File: src/rtl/divisor_secuencial.sv
// Sequential 4-bit / 2-bit restoring divider with ALU flags.
// Optional DIV_EARLY_EXIT_EN resolves trivial divisions directly from IDLE.
module divisor_secuencial (
   input  logic       clk,
   input  logic       rst_n,
   input  logic       start,
   input  logic [1:0] A,
   input  logic [3:0] B,
   output logic [3:0] Q,
   output logic [1:0] R,
   output logic       busy,
   output logic       done,
   output logic       Z,
   output logic       N,
   output logic       C,
   output logic       V
);

   typedef enum logic [1:0] {IDLE, RUN, DONE} state_t;

   state_t     state, state_n;
   logic [1:0] aq;
   logic [3:0] bq;
   logic [1:0] cnt;
   logic [2:0] r;
   logic [3:0] qacc;
   logic [2:0] p;
   logic [2:0] r_n;
   logic       qbit;
   logic       ld;
   logic       go;
   logic [3:0] q_ld;
   logic [1:0] r_ld;
   logic       v_ld;

   always_comb begin
      p    = 3'({r, bq[cnt]});
      qbit = (p >= {1'b0, aq});
      r_n  = qbit ? (p - {1'b0, aq}) : p;
   end

   always_ff @(posedge clk or negedge rst_n) begin
      if (!rst_n) state <= IDLE;
      else        state <= state_n;
   end

   always_comb begin
      state_n = state;
      ld      = 1'b0;
      go      = 1'b0;
      q_ld    = qacc;
      r_ld    = r[1:0];
      v_ld    = 1'b0;
      unique case (state)
         IDLE: begin
            if (start) begin
`ifdef DIV_EARLY_EXIT_EN
               if (A == 2'd0) begin
                  state_n = DONE;
                  ld      = 1'b1;
                  q_ld    = 4'hF;
                  r_ld    = B[1:0];
                  v_ld    = 1'b1;
               end else if (A == 2'd1) begin
                  state_n = DONE;
                  ld      = 1'b1;
                  q_ld    = B;
                  r_ld    = 2'd0;
               end else if ({2'b00, A} > B) begin
                  state_n = DONE;
                  ld      = 1'b1;
                  q_ld    = 4'd0;
                  r_ld    = B[1:0];
               end else begin
                  state_n = RUN;
                  go      = 1'b1;
               end
`else
               state_n = RUN;
               go      = 1'b1;
`endif
            end
         end
         RUN: begin
            if (cnt == 2'd0) begin
               state_n = DONE;
               ld      = 1'b1;
               // divide by zero overrides the restoring datapath
               if (aq == 2'd0) begin
                  q_ld = 4'hF;
                  r_ld = bq[1:0];
                  v_ld = 1'b1;
               end else begin
                  q_ld = {qacc[2:0], qbit};
                  r_ld = r_n[1:0];
               end
            end
         end
         DONE:    state_n = IDLE;
         default: state_n = IDLE;
      endcase
   end

   always_ff @(posedge clk or negedge rst_n) begin
      if (!rst_n) begin
         aq   <= '0;
         bq   <= '0;
         cnt  <= '0;
         r    <= '0;
         qacc <= '0;
         Q    <= '0;
         R    <= '0;
         busy <= 1'b0;
         done <= 1'b0;
         Z    <= 1'b0;
         N    <= 1'b0;
         C    <= 1'b0;
         V    <= 1'b0;
      end else begin
         done <= ld;
         if (go) begin
            aq   <= A;
            bq   <= B;
            cnt  <= 2'd3;
            r    <= '0;
            qacc <= '0;
            busy <= 1'b1;
         end
         if (state == RUN) begin
            cnt  <= cnt - 2'd1;
            r    <= r_n;
            qacc <= {qacc[2:0], qbit};
         end
         if (ld) begin
            busy <= 1'b0;
            Q    <= q_ld;
            R    <= r_ld;
            Z    <= (q_ld == 4'd0);
            N    <= q_ld[3];
            C    <= (r_ld != 2'd0);
            V    <= v_ld;
         end
      end
   end

endmodule

File: config.mk
export PLATFORM = sky130hd
export DESIGN_NAME = divisor_secuencial
export DESIGN_NICKNAME = d
export VERILOG_FILES = /design/src/rtl/divisor_secuencial.sv
export SDC_FILE = /design/constraint.sdc
export NUM_CORES = 1
export LEC_CHECK = 0
export ABC_AREA = 1
export BUFFER_PORTS_ARGS = -buffer_cell sky130_fd_sc_hd__buf_2
export CAP_MARGIN = 40
export CORE_MARGIN = 8
export CORE_UTILIZATION = 37
export CTS_CLUSTER_DIAMETER = 80
export DETAILED_ROUTE_END_ITERATION = 6
export GPL_TIMING_DRIVEN = 0
export SLEW_MARGIN = 20
export SYNTH_ARGS = -nofsm -noshare
export SYNTH_HDL_FRONTEND = slang
export SYNTH_SLANG_ARGS = --single-unit
export TNS_END_PERCENT = 20
File: constraint.sdc
create_clock -name clk -period 2.3 [get_ports clk]
set_input_delay 0.46 -clock clk [delete_from_list [all_inputs] [get_ports clk]]
set_output_delay 0.46 -clock clk [all_outputs]
set_load 0.01 [all_outputs]
==> results of run 1 <==
power by group:
| part | internal (mW) | leakage (nW) | total (mW) | switching (mW) |
|---|---|---|---|---|
| combinational | 0.406 | 0.435 | 1.03 | 0.623 |
| sequential | 0.673 | 0.316 | 0.793 | 0.120 |
| clock | 0.0970 | 0.0210 | 0.228 | 0.131 |
routing by layer:
layer	GRT usage [%]	vias up
met1	11.02	405
met2	14.54	18
met3	2.893	5
met4	6.000	0
met5	0	-
li1	-	465
state kept, by name (all words and copies together), names as in the netlist:
register	cells
qacc	3
r	2
V	1
cnt	2
done	1
bq	4
aq	2
busy	1
Z	1
Q	4
state	2
R	2
C	1
through the flow:
step	cells	setup WS, ps	power, mW	instance area, sq um
floorplan	132	652.7	1.561	1180
global placement	196	455.0	1.817	1335
detailed placement	196	435.1	1.849	1335
CTS	200	407.2	2.080	1371
global route	200	228.7	2.269	1371
finish	200	409.0	2.050	1371
cell usage in the layout (no fill, tap or decap):
cell type  Yosys  routed
a21o_1         1       1
buf_2          0      20
nand2_1       45      45
nor2_2         1       1
a2bb2oi_1      1       1
inv_2          2       2
a22oi_1        1       1
nor2_1         5       5
o21ai_0        5       5
nand4_1        1       1
xnor2_1        1       1
or2_2          1       1
a21oi_1        3       3
dfrtp_1       26      26
buf_6          1       1
ha_1           3       3
inv_1         18      18
buf_4          1       1
nor2_4         2       2
nand3_1        8       8
o22ai_1        3       3
nand2_4        1       1
clkbuf_4       0       3
nor3_4         1       1
nand3_2        1       1
clkbuf_8       0       1
critical path, cell delays in order (launching register included):
cell,delay [ps]
dfrtp_1,440
inv_1,110
nand2_1,60
nand3_1,60
nand2_1,80
ha_1,290
inv_1,60
nand2_1,50
nand2_1,70
nand2_1,100
inv_1,100
nand2_1,70
nand3_1,90
nand2_1,60
nor2_1,120
nor2_1,50
layout make-up:
| class | instances | area (sq um) |
|---|---|---|
| Buffer | 2 | 18.77 |
| Clock buffer | 4 | 36.28 |
| Fill cell | 318 | 1682 |
| Inverter | 20 | 75.07 |
| Multi-Input combinational cell | 84 | 435.4 |
| Sequential cell | 26 | 650.6 |
| Tap cell | 44 | 55.05 |
| Timing Repair Buffer | 20 | 100.1 |
worst max path at each step:
stage / start / endpoint / slack [ps] / cells after the start
2_1_floorplan: cnt[0] / C / 650 / 15
3_3_place_gp: cnt[0] / C / 460 / 15
3_5_place_dp: cnt[0] / C / 440 / 15
4_1_cts: cnt[0] / C / 410 / 15
5_1_grt: cnt[0] / C / 230 / 15
6_report: cnt[0] / C / 410 / 15
cells by family after synthesis:
family	count (synthesis)	synth area share [%]
buf+inv	22	7.953
xor+xnor	1	0.7424
fa+ha+maj	3	3.182
compound gates	14	6.999
flops	26	55.14
simple gates	66	25.98
==> impl_metrics.prom, run 1 <==
# TYPE chip_impl_metric gauge
chip_impl_info{name="run_status",value="completed"} 1
chip_impl_metric{name="effective_utilization_at_floorplan",unit="%"} 38.65
chip_impl_metric{name="detailroute.wirelength.met2",unit="um"} 991
chip_impl_metric{name="data_required_time_at_the_worst_endpoint",unit="ps"} 2530
chip_impl_metric{name="synth_area_per_inst",unit="sq um"} 8.939
chip_impl_info{name="r2r_end",value="C"} 1
chip_impl_metric{name="period_share",unit="%"} 82.22
chip_impl_info{name="dr.max_layer_used",value="met4"} 1
chip_impl_metric{name="wire_per_inst",unit="um"} 11.02
chip_impl_metric{name="floorplan.io_pins",unit=""} 21
chip_impl_metric{name="cellLeakagePower",unit="nW"} 0.7722
chip_impl_metric{name="chipWidth",unit="um"} 72.47
chip_impl_metric{name="async_reset_ff_share",unit="%"} 100.0
chip_impl_info{name="netlist_top_cells_area",value="dfrtp_1 (55%), nand2_1 (14%), inv_1 (5.7%)"} 1
chip_impl_metric{name="cts_repair_resize_count",unit=""} 0
chip_impl_metric{name="dieArea",unit="sq um"} 5252
chip_impl_metric{name="synth-seq-cells",unit=""} 26
chip_impl_metric{name="finalNetCount",unit=""} 169
chip_impl_metric{name="rows",unit=""} 20
chip_impl_metric{name="insertedDiodeCount",unit=""} 0
chip_impl_metric{name="drc",unit=""} 0
chip_impl_metric{name="post_synth_instance_area",unit="sq um"} 1180
chip_impl_info{name="yosys.area.top_type",value="dfrtp_1"} 1
chip_impl_info{name="rsz0062_at_grt",value="no"} 1
chip_impl_metric{name="worst_slew_margin_relative_to_its_limit",unit="%"} 62.17
chip_impl_metric{name="report.final.hold_viol_count",unit=""} 0
chip_impl_metric{name="final-setup-viol-count",unit=""} 0
chip_impl_metric{name="shortest_period_the_worst_path_allows",unit="ps"} 1891
chip_impl_info{name="timing.setup.critical_path_class",value="reg2reg"} 1
chip_impl_metric{name="synth-seq-area-share",unit="%"} 55.14
chip_impl_metric{name="first_iter_violations",unit=""} 27
chip_impl_metric{name="dieHeight",unit="um"} 72.47
chip_impl_info{name="holdCritPathClass",value="in2async"} 1
chip_impl_metric{name="first_pass_grt_wire_length",unit="um"} 3884
chip_impl_metric{name="finalMaxSlewViolations",unit=""} 0
chip_impl_metric{name="design.core.area",unit="sq um"} 3053
chip_impl_metric{name="grt_max_degree",unit=""} 27
chip_impl_metric{name="first_global_vias",unit=""} 888
chip_impl_metric{name="worst_tran_pin_value",unit="ps"} 567.4
chip_impl_metric{name="hold_buffers",unit=""} 0
chip_impl_metric{name="clkTransAtPathRegs",unit="ps"} 130
chip_impl_metric{name="finalWirelength",unit="um"} 2204
chip_impl_metric{name="ff2ff_path_depth",unit=""} 15
chip_impl_metric{name="cts_post_setup_buffers_inserted",unit=""} 0
chip_impl_metric{name="clock_skew",unit="ps"} 5.815
chip_impl_metric{name="crit_path_max_fanout",unit=""} 5
chip_impl_metric{name="crit_arrival",unit="ps"} 2120
chip_impl_metric{name="clock_sink_count",unit=""} 26
chip_impl_info{name="setup.worst_path.start_class",value="register"} 1
chip_impl_metric{name="finalSetupTns",unit="ps"} 0
chip_impl_metric{name="postRouteAntennaNets",unit=""} 0
chip_impl_metric{name="synth_nets",unit=""} 144
chip_impl_info{name="tritoncts",value="yes"} 1
chip_impl_metric{name="number_of_antenna_violations_at_the_first_check_in_global_routing",unit=""} 0
chip_impl_info{name="synthMostInstantiatedCell",value="nand2_1"} 1
chip_impl_metric{name="synth_cell_type_count",unit=""} 23
chip_impl_metric{name="relative_area_change_from_synthesis_to_final_layout",unit="%"} 16.23
chip_impl_metric{name="cts-root-to-sink-buffers",unit=""} 2
chip_impl_metric{name="fmax",unit="MHz"} 528.8
chip_impl_metric{name="wirelength_met1",unit="um"} 1000
chip_impl_metric{name="synthDominantCellAreaShare",unit="%"} 55.14
chip_impl_metric{name="insertion_delay",unit="ps"} 320
chip_impl_info{name="synthTopCellsByCount",value="nand2_1 (45), dfrtp_1 (26), inv_1 (18)"} 1
chip_impl_metric{name="powerDensity",unit="nW/um^2"} 1495
chip_impl_metric{name="final_core_utilization",unit="%"} 44.92
chip_impl_metric{name="routabilityCongestion",unit=""} 0.8052
chip_impl_metric{name="placement.io_buffers",unit=""} 20
chip_impl_info{name="postSynth.topFlopCell",value="dfrtp_1"} 1
chip_impl_metric{name="detail_route.first_pass.iterations",unit=""} 5
chip_impl_info{name="worst_setup_path_end_kind",value="register"} 1
chip_impl_metric{name="average_via_count_per_standard_cell",unit=""} 4.465
chip_impl_info{name="worstReg2RegStart",value="cnt[0]"} 1
chip_impl_info{name="cts.root.buffer_cell",value="clkbuf_4"} 1
chip_impl_metric{name="vias",unit=""} 893
chip_impl_metric{name="cap_violations",unit=""} 0
chip_impl_metric{name="numCtsBuffers",unit=""} 3
chip_impl_metric{name="ctsHtreeMaxLevel",unit=""} 1
chip_impl_metric{name="synth_cells",unit=""} 132
chip_impl_metric{name="number_of_flops_mapped_to_enable_cells_by_yosys",unit=""} 0
chip_impl_metric{name="detailroute.wirelength.met3",unit="um"} 161
chip_impl_metric{name="place.detailed.hpwl",unit="um"} 1734
chip_impl_metric{name="fraction_of_layout_instances_using_a_drive_strength_above_1",unit="%"} 22.44
chip_impl_metric{name="peakVddDrop",unit="mV"} 0.4548
chip_impl_metric{name="regToRegSetupSlack",unit="ps"} 410
chip_impl_metric{name="final_worst_hold_slack",unit="ps"} 105.2
chip_impl_metric{name="grtUsageTotal",unit="%"} 9.397
chip_impl_metric{name="overflow",unit=""} 0
chip_impl_metric{name="synth-warning-count",unit=""} 0
Note: power is estimated with default switching activity, not from simulation.
==> run 2: changes to the inputs <==
- clock period: 2.3 -> 1.7 ns (I/O delays scaled with it)
==> impl_metrics.prom, run 2 (synthesis gave the netlist of run 1 again) <==
# TYPE chip_impl_metric gauge
chip_impl_metric{name="numCtsBuffers",unit=""} 3
chip_impl_metric{name="clock_skew",unit="ps"} 4.856
chip_impl_metric{name="crit_path_max_fanout",unit=""} 5
chip_impl_metric{name="report.final.hold_viol_count",unit=""} 26
chip_impl_info{name="leading_cell_types_in_the_layout_fill_and_taps_excluded",value="nand2_1 (35), dfrtp_1 (26), buf_2 (20)"} 1
chip_impl_metric{name="relative_area_change_from_synthesis_to_final_layout",unit="%"} 30.54
chip_impl_metric{name="data_required_time_at_the_worst_endpoint",unit="ps"} 1980
chip_impl_metric{name="effective_utilization_at_floorplan",unit="%"} 38.65
chip_impl_metric{name="cap_violations",unit=""} 0
chip_impl_metric{name="insertion_delay",unit="ps"} 330
chip_impl_metric{name="shortest_period_the_worst_path_allows",unit="ps"} 1753
chip_impl_metric{name="postLayoutSetupSlackWorst",unit="ps"} -53.12
chip_impl_metric{name="placement.io_buffers",unit=""} 20
chip_impl_metric{name="number_of_antenna_violations_at_the_first_check_in_global_routing",unit=""} 0
chip_impl_metric{name="cellInternalPower",unit="mW"} 2.046
chip_impl_metric{name="insertedDiodeCount",unit=""} 0
chip_impl_metric{name="fraction_of_layout_instances_using_a_drive_strength_above_1",unit="%"} 38.69
chip_impl_metric{name="dieHeight",unit="um"} 72.47
chip_impl_info{name="worst_setup_path_end_kind",value="register"} 1
chip_impl_metric{name="p_clk_share",unit="%"} 8.8
chip_impl_metric{name="overflow",unit=""} 0
chip_impl_metric{name="hold_buffers",unit=""} 0
chip_impl_metric{name="power.sequential.fraction",unit="%"} 30.2
chip_impl_metric{name="design.core.area",unit="sq um"} 3053
chip_impl_metric{name="finalMaxSlewViolations",unit=""} 0
chip_impl_metric{name="first_iter_violations",unit=""} 39
chip_impl_info{name="worstReg2RegStart",value="cnt[0]"} 1
chip_impl_metric{name="detail_route.first_pass.iterations",unit=""} 4
chip_impl_metric{name="fillCellCount",unit=""} 296
chip_impl_metric{name="postRouteAntennaNets",unit=""} 0
chip_impl_metric{name="drc",unit=""} 0
chip_impl_metric{name="regToRegSetupSlack",unit="ps"} -50
chip_impl_metric{name="cellLeakagePower",unit="nW"} 0.8455
chip_impl_info{name="cts.root.buffer_cell",value="clkbuf_4"} 1
chip_impl_metric{name="multiInputGateArea",unit="sq um"} 511.7
chip_impl_info{name="layout.cells.most_common",value="nand2_1"} 1
chip_impl_metric{name="critical_path.max_stage_delay",unit="ps"} 450
chip_impl_metric{name="final-setup-viol-count",unit=""} 2
chip_impl_metric{name="switching_share",unit="%"} 43.01
chip_impl_metric{name="rows",unit=""} 20
chip_impl_metric{name="place.detailed.hpwl",unit="um"} 1734
chip_impl_metric{name="worst_slew_margin_relative_to_its_limit",unit="%"} 62.59
chip_impl_metric{name="first_global_vias",unit=""} 961
chip_impl_metric{name="crit_arrival",unit="ps"} 2030
chip_impl_info{name="run_status",value="finished, violations left"} 1
chip_impl_metric{name="average_via_count_per_standard_cell",unit=""} 4.604
chip_impl_metric{name="power_switching",unit="mW"} 1.544
chip_impl_info{name="setup.worst_path.start",value="cnt[0]"} 1
chip_impl_metric{name="first_pass_grt_wire_length",unit="um"} 4140
chip_impl_metric{name="p_total",unit="mW"} 3.590
chip_impl_metric{name="peakVddDrop",unit="mV"} 0.7977
chip_impl_metric{name="share_comb_of_total_power",unit="%"} 60.9
chip_impl_metric{name="floorplan.io_pins",unit=""} 21
chip_impl_metric{name="ctsHtreeMaxLevel",unit=""} 1
chip_impl_metric{name="clock_sink_count",unit=""} 26
chip_impl_metric{name="final_worst_hold_slack",unit="ps"} -26.72
chip_impl_metric{name="final_core_utilization",unit="%"} 50.45
chip_impl_metric{name="grt_max_degree",unit=""} 27
chip_impl_metric{name="chipWidth",unit="um"} 72.47
chip_impl_metric{name="wire_per_inst",unit="um"} 11.80
chip_impl_metric{name="worst-path-stages",unit=""} 14
chip_impl_info{name="largest_registers",value="Q: 4 flops, bq: 4 flops, qacc: 3 flops"} 1
chip_impl_metric{name="grtUsageTotal",unit="%"} 10.14
chip_impl_info{name="worst_path_max_delay_cell",value="dfrtp_1"} 1
chip_impl_info{name="path_cells",value="inv_2 -> nand2_1 -> nand3_1 -> nand2_2 -> buf_4 -> buf_4 -> buf_4 -> buf_4 -> buf_4 -> nand2_4 -> nand3_2 -> nand2_1 -> nor2_1 -> nor2_1"} 1
chip_impl_metric{name="dieArea",unit="sq um"} 5252
chip_impl_metric{name="vias",unit=""} 976
chip_impl_metric{name="fmax",unit="MHz"} 570.4
chip_impl_info{name="r2r_end",value="C"} 1
chip_impl_metric{name="finalWirelength",unit="um"} 2502
chip_impl_metric{name="powerDensity",unit="nW/um^2"} 2331
chip_impl_info{name="setup.worst_path.start_class",value="register"} 1
chip_impl_metric{name="worst_tran_pin_value",unit="ps"} 561.2
chip_impl_metric{name="ff2ff_path_depth",unit=""} 14
chip_impl_metric{name="finalNetCount",unit=""} 181
chip_impl_metric{name="place_ws",unit="ps"} -164.9
chip_impl_metric{name="period_share",unit="%"} 103.1
chip_impl_metric{name="cts-root-to-sink-buffers",unit=""} 2
chip_impl_metric{name="worstPathBufferInverterCount",unit=""} 6
chip_impl_info{name="rsz0062_at_grt",value="yes"} 1
chip_impl_info{name="critical_path_s_top_delay_family",value="buffers and inverters"} 1
chip_impl_metric{name="register_area",unit="sq um"} 650.6
chip_impl_metric{name="placement.cell_area",unit="sq um"} 1335
chip_impl_info{name="setup.worst_path.end",value="C"} 1
chip_impl_info{name="holdCritPathClass",value="in2async"} 1
chip_impl_info{name="tritoncts",value="yes"} 1
chip_impl_metric{name="clkTransAtPathRegs",unit="ps"} 140
chip_impl_info{name="most_frequent_cell_on_the_critical_path",value="buf_4"} 1
chip_impl_info{name="violations",value="negative hold slack, negative setup slack"} 1
chip_impl_info{name="timing.setup.critical_path_class",value="reg2reg"} 1
chip_impl_metric{name="routabilityCongestion",unit=""} 0.8052
chip_impl_metric{name="finalInstanceArea",unit="sq um"} 1540
-- run 2: changes by cell type in the layout (fill, tap and decap cells not counted), sizes merged --
cell	change
buf	+12
-- run 2: area by class of cell --
type | count | area share [%]
flip-flops and latches | 26 | 42.24
multi-input cells | 84 | 33.22
repair buffers | 32 | 12.35
inverters | 20 | 5.037
well taps | 44 | 3.574
clock buffers | 4 | 2.356
plain buffers | 2 | 1.219
-- run 2: stage by stage --
step | instances | hold WS (ps) | setup TNS, ps
after floorplan | 132 | 44.41 | 0
after global placement | 196 | 361.1 | -145.0
after detailed placement | 196 | 371.8 | -177.1
after CTS | 210 | 9.403 | -266.3
after global routing | 212 | 10.20 | -342.0
final | 212 | -26.72 | -90.42
-- run 2: timing repair --
| action | CTS | global route |
|---|---|---|
| pin swaps | 4 | 7 |
| endpoints found under the setup margin | 5 | 8 |
| gates resized for setup | 6 | 17 |
| buffers inserted | 10 | 2 |
-- run 2: worst min path at each step --
| stage | start | endpoint | slack (ps) | cells past startpoint |
|---|---|---|---|---|
| floorplan | rst_n | C | 40 | 0 |
| global placement | rst_n | busy | 360 | 1 |
| detailed placement | rst_n | busy | 370 | 1 |
| CTS | rst_n | busy | 9 | 1 |
| global route | rst_n | Q[0] | 10 | 1 |
| finish | rst_n | busy | -30 | 1 |
-- run 2: power by group through the flow --
| stage | clock network, mW | logic (mW) | registers [mW] |
|---|---|---|---|
| after global routing | 0.345 | 2.40 | 1.13 |
| after CTS | 0.318 | 1.77 | 1.08 |
| after detailed placement | 0 | 1.41 | 1.09 |
| after global placement | 0 | 1.37 | 1.08 |
| final | 0.317 | 2.19 | 1.09 |
| after floorplan | 0 | 0.984 | 1.13 |
-- run 2: layer usage --
layer / global-route usage [%] / up-vias / routed length, um
met1: 11.10 / 458 / 1049
li1: - / 489 / -
met5: 0 / - / 0
met4: 6.000 / 0 / 55
met3: 3.719 / 5 / 176
met2: 16.45 / 24 / 1221
==> run 3: changes to the inputs <==
- CTS_BUF_LIST: default -> sky130_fd_sc_hd__clkbuf_8
==> impl_metrics.prom, run 3 (synthesis gave the netlist of run 1 again) <==
# TYPE chip_impl_metric gauge
chip_impl_metric{name="cts-root-to-sink-buffers",unit=""} 2
chip_impl_metric{name="floorplan.io_pins",unit=""} 21
chip_impl_metric{name="critical_path.max_stage_delay",unit="ps"} 430
chip_impl_metric{name="insertion_delay",unit="ps"} 260
chip_impl_metric{name="postRouteAntennaNets",unit=""} 0
chip_impl_info{name="worst_setup_path_end_kind",value="register"} 1
chip_impl_metric{name="dp_cells",unit=""} 196
chip_impl_metric{name="register_area",unit="sq um"} 650.6
chip_impl_metric{name="chipWidth",unit="um"} 72.47
chip_impl_info{name="setup.worst_path.start",value="cnt[0]"} 1
chip_impl_metric{name="share_comb_of_total_power",unit="%"} 55.9
chip_impl_metric{name="worst_slew_margin_relative_to_its_limit",unit="%"} 62.11
chip_impl_metric{name="finalInstanceArea",unit="sq um"} 1505
chip_impl_metric{name="place.detailed.hpwl",unit="um"} 1734
chip_impl_info{name="run_status",value="finished, violations left"} 1
chip_impl_metric{name="period_share",unit="%"} 101.8
chip_impl_metric{name="grt_max_degree",unit=""} 27
chip_impl_info{name="timing.setup.critical_path_class",value="reg2reg"} 1
chip_impl_metric{name="multiInputGateArea",unit="sq um"} 505.5
chip_impl_metric{name="fmax",unit="MHz"} 577.9
chip_impl_metric{name="cap_violations",unit=""} 0
chip_impl_metric{name="hold_buffers",unit=""} 0
chip_impl_metric{name="clock_skew",unit="ps"} 0.9585
chip_impl_info{name="holdCritPathClass",value="in2async"} 1
chip_impl_metric{name="clock_sink_count",unit=""} 26
chip_impl_metric{name="detail_route.first_pass.iterations",unit=""} 4
chip_impl_metric{name="peakVddDrop",unit="mV"} 0.8175
chip_impl_metric{name="finalMaxSlewViolations",unit=""} 0
chip_impl_metric{name="report.final.hold_viol_count",unit=""} 0
chip_impl_metric{name="p_clk_share",unit="%"} 11.6
chip_impl_metric{name="number_of_antenna_violations_at_the_first_check_in_global_routing",unit=""} 0
chip_impl_metric{name="dieHeight",unit="um"} 72.47
chip_impl_info{name="rsz0062_at_grt",value="yes"} 1
chip_impl_metric{name="effective_utilization_at_floorplan",unit="%"} 38.65
chip_impl_metric{name="cellInternalPower",unit="mW"} 1.924
chip_impl_metric{name="power_switching",unit="mW"} 1.429
chip_impl_metric{name="fillCellCount",unit=""} 299
chip_impl_metric{name="first_iter_violations",unit=""} 34
chip_impl_metric{name="finalNetCount",unit=""} 175
chip_impl_metric{name="drc",unit=""} 0
chip_impl_metric{name="cellLeakagePower",unit="nW"} 0.8226
chip_impl_metric{name="dieArea",unit="sq um"} 5252
chip_impl_metric{name="fraction_of_layout_instances_using_a_drive_strength_above_1",unit="%"} 35.80
chip_impl_metric{name="placement.io_buffers",unit=""} 20
chip_impl_metric{name="postLayoutSetupSlackWorst",unit="ps"} -30.40
chip_impl_metric{name="worst_tran_pin_value",unit="ps"} 568.4
chip_impl_metric{name="average_via_count_per_standard_cell",unit=""} 4.544
chip_impl_info{name="layout.cells.most_common",value="nand2_1"} 1
chip_impl_metric{name="rows",unit=""} 20
chip_impl_metric{name="wire_per_inst",unit="um"} 11.44
chip_impl_info{name="worst_path_max_delay_cell",value="dfrtp_1"} 1
chip_impl_metric{name="power.sequential.fraction",unit="%"} 32.5
chip_impl_metric{name="overflow",unit=""} 0
chip_impl_metric{name="fin_cells",unit=""} 206
chip_impl_info{name="cts.root.buffer_cell",value="clkbuf_8"} 1
chip_impl_metric{name="powerDensity",unit="nW/um^2"} 2228
chip_impl_metric{name="first_global_vias",unit=""} 908
chip_impl_metric{name="relative_area_change_from_synthesis_to_final_layout",unit="%"} 27.57
chip_impl_info{name="path_cells",value="inv_2 -> nand2_1 -> nand3_1 -> nand2_2 -> ha_4 -> inv_2 -> nand2_2 -> nand2_4 -> nand2_4 -> inv_2 -> nand2_2 -> nand3_2 -> nand2_1 -> nor2_1 -> nor2_1"} 1
chip_impl_metric{name="grtUsageTotal",unit="%"} 9.454
chip_impl_info{name="violations",value="negative setup slack"} 1
chip_impl_metric{name="final-setup-viol-count",unit=""} 1
chip_impl_metric{name="regToRegSetupSlack",unit="ps"} -30
chip_impl_metric{name="crit_path_max_fanout",unit=""} 5
chip_impl_metric{name="shortest_period_the_worst_path_allows",unit="ps"} 1730
chip_impl_metric{name="clkTransAtPathRegs",unit="ps"} 80
chip_impl_info{name="worstReg2RegStart",value="cnt[0]"} 1
chip_impl_metric{name="ff2ff_path_depth",unit=""} 15
chip_impl_info{name="largest_registers",value="Q: 4 flops, bq: 4 flops, qacc: 3 flops"} 1
chip_impl_metric{name="switching_share",unit="%"} 42.62
chip_impl_metric{name="ctsHtreeMaxLevel",unit=""} 1
chip_impl_info{name="leading_cell_types_in_the_layout_fill_and_taps_excluded",value="nand2_1 (36), dfrtp_1 (26), buf_2 (20)"} 1
chip_impl_metric{name="design.core.area",unit="sq um"} 3053
chip_impl_info{name="tritoncts",value="yes"} 1
chip_impl_metric{name="vias",unit=""} 936
chip_impl_metric{name="finalWirelength",unit="um"} 2356
chip_impl_metric{name="placement.cell_area",unit="sq um"} 1335
chip_impl_metric{name="first_pass_grt_wire_length",unit="um"} 3981
chip_impl_info{name="r2r_end",value="C"} 1
chip_impl_metric{name="routabilityCongestion",unit=""} 0.8052
chip_impl_metric{name="data_required_time_at_the_worst_endpoint",unit="ps"} 1860
chip_impl_metric{name="insertedDiodeCount",unit=""} 0
chip_impl_info{name="setup.worst_path.start_class",value="register"} 1
chip_impl_metric{name="crit_arrival",unit="ps"} 1890
chip_impl_metric{name="numCtsBuffers",unit=""} 3
[run 3: cell count changes in the layout (fill, tap and decap cells not counted), sizes merged]
cell  change
buf       -6
[run 3: worst max-delay path by stage]
| stage | endpoint | cells after the start |
|---|---|---|
| 3_3_place_gp | C | 15 |
| 2_1_floorplan | C | 15 |
| 3_5_place_dp | C | 15 |
| 5_1_grt | C | 15 |
| 4_1_cts | C | 15 |
| 6_report | C | 15 |
[run 3: layout make-up]
class | instances | share of cell area [%]
timing repair buffer | 26 | 9.643
inverter | 20 | 4.988
buffer | 2 | 1.247
clock buffer | 4 | 3.658
tap | 44 | 3.658
multi-input combinational | 84 | 33.58
sequential | 26 | 43.23
[run 3: power groups by stage]
stage               registers [mW]  logic (mW)  clock network, mW
floorplan                     1.13       0.984                  0
global placement              1.08        1.37                  0
detailed placement            1.09        1.41                  0
CTS                           1.08        1.54              0.401
global route                  1.13        2.09              0.425
finish                        1.09        1.88              0.389
[run 3: routing by layer]
layer / up-vias / share of wire [%] / GRT usage (%) / routed length [um]
li1: 474 / - / - / -
met1: 440 / 45 / 11.35 / 1058
met2: 18 / 48 / 15.35 / 1122
met3: 4 / 6.4 / 3.168 / 150
met4: 0 / 1.1 / 3.333 / 25
met5: - / 0 / 0 / 0
[run 3: worst max-delay path: cells and delay by family (launching register included)]
kind / cells / cell delay [ps]
adders and majority gates: 1 / 230
DFF: 1 / 430
buffers and inverters: 3 / 210
and+or+nand+nor: 11 / 760
[run 3: what timing repair did]
item / in CTS / in global routing
resized for setup: 7 / 13
pin swaps: 1 / 4
buffers inserted: 3 / 3
setup endpoints to repair: 4 / 7
gates cloned: 0 / 0
[run 3: per-stage QoR]
stage                     utilization [%]  worst slack (ps)  setup TNS (ps)  total power, mW  hold WS [ps]
final                               49.30            -30.40          -30.40            3.353         60.09
after global routing                49.30            -111.9          -191.0            3.648         94.56
after floorplan                         -             52.66               0            2.112         44.41
after detailed placement            43.73            -164.9          -177.1            2.501         371.8
after CTS                           46.84            -89.94          -111.3            3.028         80.73
after global placement              43.73            -145.0          -145.0            2.458         361.1
